## src/rtl/serial_adder_ctrl.sv

```systemverilog
// Bit-serial add/subtract sequencer driving one shared external 1-bit full adder,
// LSB first, one bit per clock, with start/busy/done handshake and result flags.
//
// state  | meaning
// S_IDLE | waiting for start; adder inputs held at 0
// S_RUN  | one operand bit pair per clock through the external adder
// S_DONE | one-cycle done pulse; result/carry_out/overflow valid
module serial_adder_ctrl #(
  parameter int WIDTH = 8
) (
  input  logic             clk,
  input  logic             rst,
  input  logic             start,
  input  logic             sub,
  input  logic [WIDTH-1:0] op_a,
  input  logic [WIDTH-1:0] op_b,
  output logic             bit_a,
  output logic             bit_b,
  output logic             bit_cin,
  input  logic             bit_sum,
  input  logic             bit_cout,
  output logic             busy,
  output logic             done,
  output logic [WIDTH-1:0] result,
  output logic             carry_out,
  output logic             overflow
);

  localparam int CNT_W = $clog2(WIDTH);
  localparam logic [CNT_W-1:0] CNT_LAST = CNT_W'(WIDTH - 1);

  typedef enum logic [1:0] {
    S_IDLE = 2'd0,
    S_RUN  = 2'd1,
    S_DONE = 2'd2
  } state_t;

  state_t             state_q, state_d;
  logic [WIDTH-1:0]   a_sh_q, a_sh_d;
  logic [WIDTH-1:0]   b_sh_q, b_sh_d;
  logic               carry_q, carry_d;
  logic [CNT_W-1:0]   count_q, count_d;
  logic [WIDTH-1:0]   result_q, result_d;
  logic               carry_out_q, carry_out_d;
  logic               overflow_q, overflow_d;
  logic               busy_q, busy_d;
  logic               done_q, done_d;
  logic               in_run;

  assign in_run  = (state_q == S_RUN);
  assign bit_a   = in_run & a_sh_q[0];
  assign bit_b   = in_run & b_sh_q[0];
  assign bit_cin = in_run & carry_q;

  always_comb begin
    state_d     = state_q;
    a_sh_d      = a_sh_q;
    b_sh_d      = b_sh_q;
    carry_d     = carry_q;
    count_d     = count_q;
    result_d    = result_q;
    carry_out_d = carry_out_q;
    overflow_d  = overflow_q;
    busy_d      = 1'b0;
    done_d      = 1'b0;

    case (state_q)
      S_IDLE: begin
        if (start) begin
          // Subtraction is A + ~B + 1: invert B and seed the carry with 1.
          a_sh_d      = op_a;
          b_sh_d      = sub ? ~op_b : op_b;
          carry_d     = sub;
          count_d     = '0;
          result_d    = '0;
          carry_out_d = 1'b0;
          overflow_d  = 1'b0;
          busy_d      = 1'b1;
          state_d     = S_RUN;
        end
      end

      S_RUN: begin
        result_d = {bit_sum, result_q[WIDTH-1:1]};
        carry_d  = bit_cout;
        a_sh_d   = a_sh_q >> 1;
        b_sh_d   = b_sh_q >> 1;
        if (count_q == CNT_LAST) begin
          // carry_q is the carry into the MSB here, so xor with carry-out gives signed overflow.
          carry_out_d = bit_cout;
          overflow_d  = carry_q ^ bit_cout;
          done_d      = 1'b1;
          state_d     = S_DONE;
        end else begin
          count_d = count_q + CNT_W'(1);
          busy_d  = 1'b1;
        end
      end

      S_DONE: begin
        state_d = S_IDLE;
      end

      default: begin
        state_d = S_IDLE;
      end
    endcase
  end

  always_ff @(posedge clk) begin
    if (rst) begin
      state_q     <= S_IDLE;
      a_sh_q      <= '0;
      b_sh_q      <= '0;
      carry_q     <= 1'b0;
      count_q     <= '0;
      result_q    <= '0;
      carry_out_q <= 1'b0;
      overflow_q  <= 1'b0;
      busy_q      <= 1'b0;
      done_q      <= 1'b0;
    end else begin
      state_q     <= state_d;
      a_sh_q      <= a_sh_d;
      b_sh_q      <= b_sh_d;
      carry_q     <= carry_d;
      count_q     <= count_d;
      result_q    <= result_d;
      carry_out_q <= carry_out_d;
      overflow_q  <= overflow_d;
      busy_q      <= busy_d;
      done_q      <= done_d;
    end
  end

  assign busy      = busy_q;
  assign done      = done_q;
  assign result    = result_q;
  assign carry_out = carry_out_q;
  assign overflow  = overflow_q;

endmodule

```

## config.mk

```make
export PLATFORM = sky130hd
export DESIGN_NAME = serial_adder_ctrl
export DESIGN_NICKNAME = d
export VERILOG_FILES = /design/src/rtl/serial_adder_ctrl.sv
export SDC_FILE = /design/constraint.sdc
export NUM_CORES = 1
export LEC_CHECK = 0
export ABC_AREA = 1
export CAP_MARGIN = 15
export CORE_MARGIN = 3
export CORE_UTILIZATION = 25
export CTS_CLUSTER_DIAMETER = 40
export CTS_CLUSTER_SIZE = 16
export DETAILED_ROUTE_END_ITERATION = 12
export PLACE_DENSITY = 0.46
export SETUP_SLACK_MARGIN = 0.2
export SYNTH_ARGS = -nofsm -noshare
export SYNTH_HDL_FRONTEND = slang
export SYNTH_SLANG_ARGS = --single-unit
export TNS_END_PERCENT = 1
```

## constraint.sdc

```tcl
create_clock -name clk -period 1.8 [get_ports clk]
set_clock_uncertainty 0.05 [all_clocks]
set_input_delay 0.36 -clock clk [delete_from_list [all_inputs] [get_ports clk]]
set_output_delay 0.36 -clock clk [all_outputs]
set_load 0.02 [all_outputs]
```

# == Word-level counts from Yosys, hierarchy flattened ==
# Cells that the tools add are included.
# totals
ff_bits,34
input_bits,22
out_inout_bits,15
word_cells,53
# classes
add_sub_neg,1
n_eq_ne,5
muxes,24
bitwise_logic,6
n_reduce_logical,7
# ops
op,count
case mux 8 bit (2 select lines),3
two-way mux 8 bit,4
NOT 8 bit,1
case mux 1 bit (2 select lines),4
two-way mux 1 bit,7
two-way mux 3 bit,2
case mux 3 bit (2 select lines),1
AND reduction 3 bit,2
two-way mux 2 bit,2
inequality test 2 bit (second input constant),2
case mux 2 bit (2 select lines),1
AND reduction 2 bit,2
adder 3 x 1 -> 3 bit (second input constant),1
bitwise AND 1 bit,3
== test 3 bit (second input constant),1
== test 2 x 1 -> 1 bit (second input constant),1
logical NOT 2 bit,1
inequality test 2 x 1 -> 1 bit (second input constant),1
nonzero test 2 bit,1
OR reduction 2 bit,1
NOT 1 bit,1
bitwise XOR 1 bit,1

# == Longest topological paths before layout ==
# depth
ltp_word,4
ltp_mapped,7

# == Worst setup path before layout ==
# Ideal clock, no wire load.
# synth_timing
path_kind,reg2out
startpoint,register state_q[0]
endpoint,output port bit_a
arrival_ns,1.042
t_required_ns,1.390
setup_slack_ns,0.348
path_stages_with_launch,4
path_cell_list,dfxtp_1 -> nand2_4 -> buf_2 -> nor2_1
# synth_via
elab_chain_len,2
# synth_lines
element,line,source
from (decl),38,"state_t state_q, state_d;"
from (signal assigned),123,state_q <= state_d;
== test 2 x 1 -> 1 bit,50,assign in_run = (state_q == S_RUN);
bitwise AND 1 bit,51,assign bit_a = in_run & a_sh_q[0];
to (decl),17,"output logic bit_a,"
# No other way between the ends.

# == Worst setup path after layout ==
# layout_timing
startpoint,register result_q[3] (netlist: result[3])
endpoint,output port result[3]
# layout_lines
element,line,source
from (decl),43,"logic [WIDTH-1:0] result_q, result_d;"
from (signal assigned),128,result_q <= result_d;
to (decl),24,"output logic [WIDTH-1:0] result,"
# No word-level cell between the ends.

==> qor.yml <==
sta:
  finalSetupTns_ns: 0
  fin_ws_ns: 0.114
  slew_headroom_pct: 71.5
  clock.fmax_mhz: 593
  period_share_pct: 93.7
  finalHoldViolations: 0
  period_needed_ns: 1.69
  setup_viol: 0
  drv_slew: 0
  worst_pin_slew_ns: 0.427
  rsz0062_at_grt: "true"
placement:
  hpwl_mm: 2.77
  placed_cells: 346
  globalplace.congestion: 0.701
  pre_cts_ws_ns: 0.0664
  port_buffers: 36
drt:
  ant_nets: 0
  dr.pass1.iters: 4
  drc: 0
  drtIter0Drc: 64
  viasPerCell: 4.23
  wire_per_inst_um: 10.8
  routed_wl_mm: 3.83
  num_vias: 1499
die:
  coreArea_mm2: 0.00613
  die_h_um: 87.0
  initial_core_util_pct: 26.8
  dieArea_mm2: 0.00757
  fp-row-count: 28
  ios: 37
  die_w_um: 87.0
clocking:
  insertion_delay_ns: 0.28
  cts_tree: "yes"
  clk_pin_slew_ns: 0.07
  cts_buffers: 5
  cts_root_buf: "clkbuf_8"
  post_cts_buffers: 0
  cts.htree.levels: 2
  clock_path_buffers: 2
  clock_sinks: 34
worst_setup_path:
  cp-end-kind: "output pin"
  cp_num_buf_inv: 1
  crit_type: "reg -> out"
  crit_fanout: 3
  crit_start: "result[3]"
  worstPathCellList: "clkdlybuf4s50_1"
  critPathTopFamily: "buffers and inverters"
  crit_path_start_kind: "flop"
  max_stage_delay_ns: 0.62
  crit_slowest_cell: "clkdlybuf4s50_1"
  worstPathRequired_ns: 1.39
  reg2reg_from: "count_q[0]"
  critPathArrivalTime_ns: 1.28
global_route:
  grt_usage_pct: 11.1
  grt_overflow: 0
  antenna_found_initial: 0
  grt_pass1_wl_mm: 6.64
  grt_max_degree: 21
  grt_pass1_vias: 1500
logic_synthesis:
  synth_cell_types: 21
  synth_seq_area_share_pct: 41.5
  syn_area_per_cell_um2: 7.05
  syn_area_mm2: 0.00164
  yosys_warnings: 0
  ys_seq_elements: 34
  syn_nets: 257
  synth_cells: 233
final_layout:
  area_growth_pct: 35.1
  nNetsFinal: 302
  final_cell_mix: "nand2_1, nor2_1, dfxtp_1, clkdlybuf4s50_1, inv_1"
  fin_util_pct: 36.2
  diodes: 0
  final_common_cell: "nand2_1"
  instances_no_fill: 354
  layout-drive-gt1-share_pct: 15.1
  nFillCells: 670
power_and_ir_drop:
  p_leak_nw: 1.01
  max-vdd-ir-drop_v: 0.000328
  power_density_mw_per_mm2: 741
run:
  cap_viol_max_count: 0
worst_hold_path:
  min_from: "carry_out"
  hp-class: "reg -> reg"
run_status:
  status: "completed"
-- final cells by class --
cell class                 instances  area (um2)  area share, %
timing repair buffer              47         442           19.9
tap                               75        93.8           4.23
sequential                        34         681           30.7
multi-input combinational        160         796           35.9
clock inverter                     1        5.00          0.226
clock buffer                       7        86.3           3.89
inverter                          30         115           5.19
-- metal layers --
metal	part of all wire [%]	vias to the layer above	track usage, %	wire [um]
met5	0	-	0	0
met4	1.4	0	4.67	52
met3	5.7	6	3.03	219
met2	41	37	16.9	1570
met1	52	646	14.6	1990
li1	-	810	-	-
-- per-stage QoR --
stage / total power [mW] / instance area, um2 / hold slack (ns)
6_report: 1.64 / 2220 / 0.419
5_1_grt: 1.74 / 2220 / 0.442
4_1_cts: 1.68 / 2220 / 0.425
3_5_place_dp: 1.09 / 2130 / 0.408
3_3_place_gp: 1.09 / 2130 / 0.408
2_1_floorplan: 0.979 / 1640 / 0.387
-- cell usage after synthesis --
cell type,n,share of area (%)
o21ai_0,8,2.4
ha_1,2,1.5
nor2_4,1,0.69
inv_4,1,0.38
a21oi_1,4,1.2
clkbuf_1,3,0.69
a21oi_2,9,4.8
nand3_1,22,6.7
nor3_1,2,0.61
xor2_1,6,3.2
dfxtp_1,34,41
nor2_1,36,8.2
inv_2,1,0.23
nand2_2,10,3.8
nand4_1,4,1.5
buf_6,1,0.69
buf_4,1,0.46
nand2_4,2,1.4
inv_1,28,6.4
buf_2,4,1.2
nand2_1,54,12
-- final timing paths --
| kind | to | cells past startpoint | slack [ns] |
|---|---|---|---|
| hold reg to reg | carry_out | 2 | 0.42 |
| setup reg to reg | count_q[1] | 7 | 0.36 |
| setup / recovery | result[3] | 1 | 0.11 |
| hold / removal | carry_out | 2 | 0.42 |
-- state kept, by name, indices dropped and copies added (netlist names) --
signal,cells
busy,1
overflow,1
carry_q,1
a_sh_q,8
carry_out,1
state_q,2
count_q,3
b_sh_q,8
done,1
result,8
-- power by group --
part	internal [mW]	total, mW	switching, mW	leakage, nW
Sequential	0.787	0.805	0.0180	0.278
Combinational	0.117	0.258	0.142	0.683
Clock	0.308	0.579	0.271	0.0482
Total	1.21	1.64	0.431	1.01
-- timing repair --
action | 4_1_cts | 5_1_grt
resized for setup | 5 | 1
endpoints found under the setup margin | 15 | 15
pin swaps | 0 | 0
hold buffers | 0 | 0
-- logic make-up after synthesis --
group / after synthesis / synth area share, %
flip-flops: 34 / 41.5
adder cells (fa/ha/maj): 2 / 1.52
AND/OR/NAND/NOR: 131 / 35.3
XOR/XNOR: 6 / 3.20
AO/OA/AOI/OAI: 21 / 8.46
buffers and inverters: 39 / 10.1
Note: power is estimated with default switching activity, not from simulation.
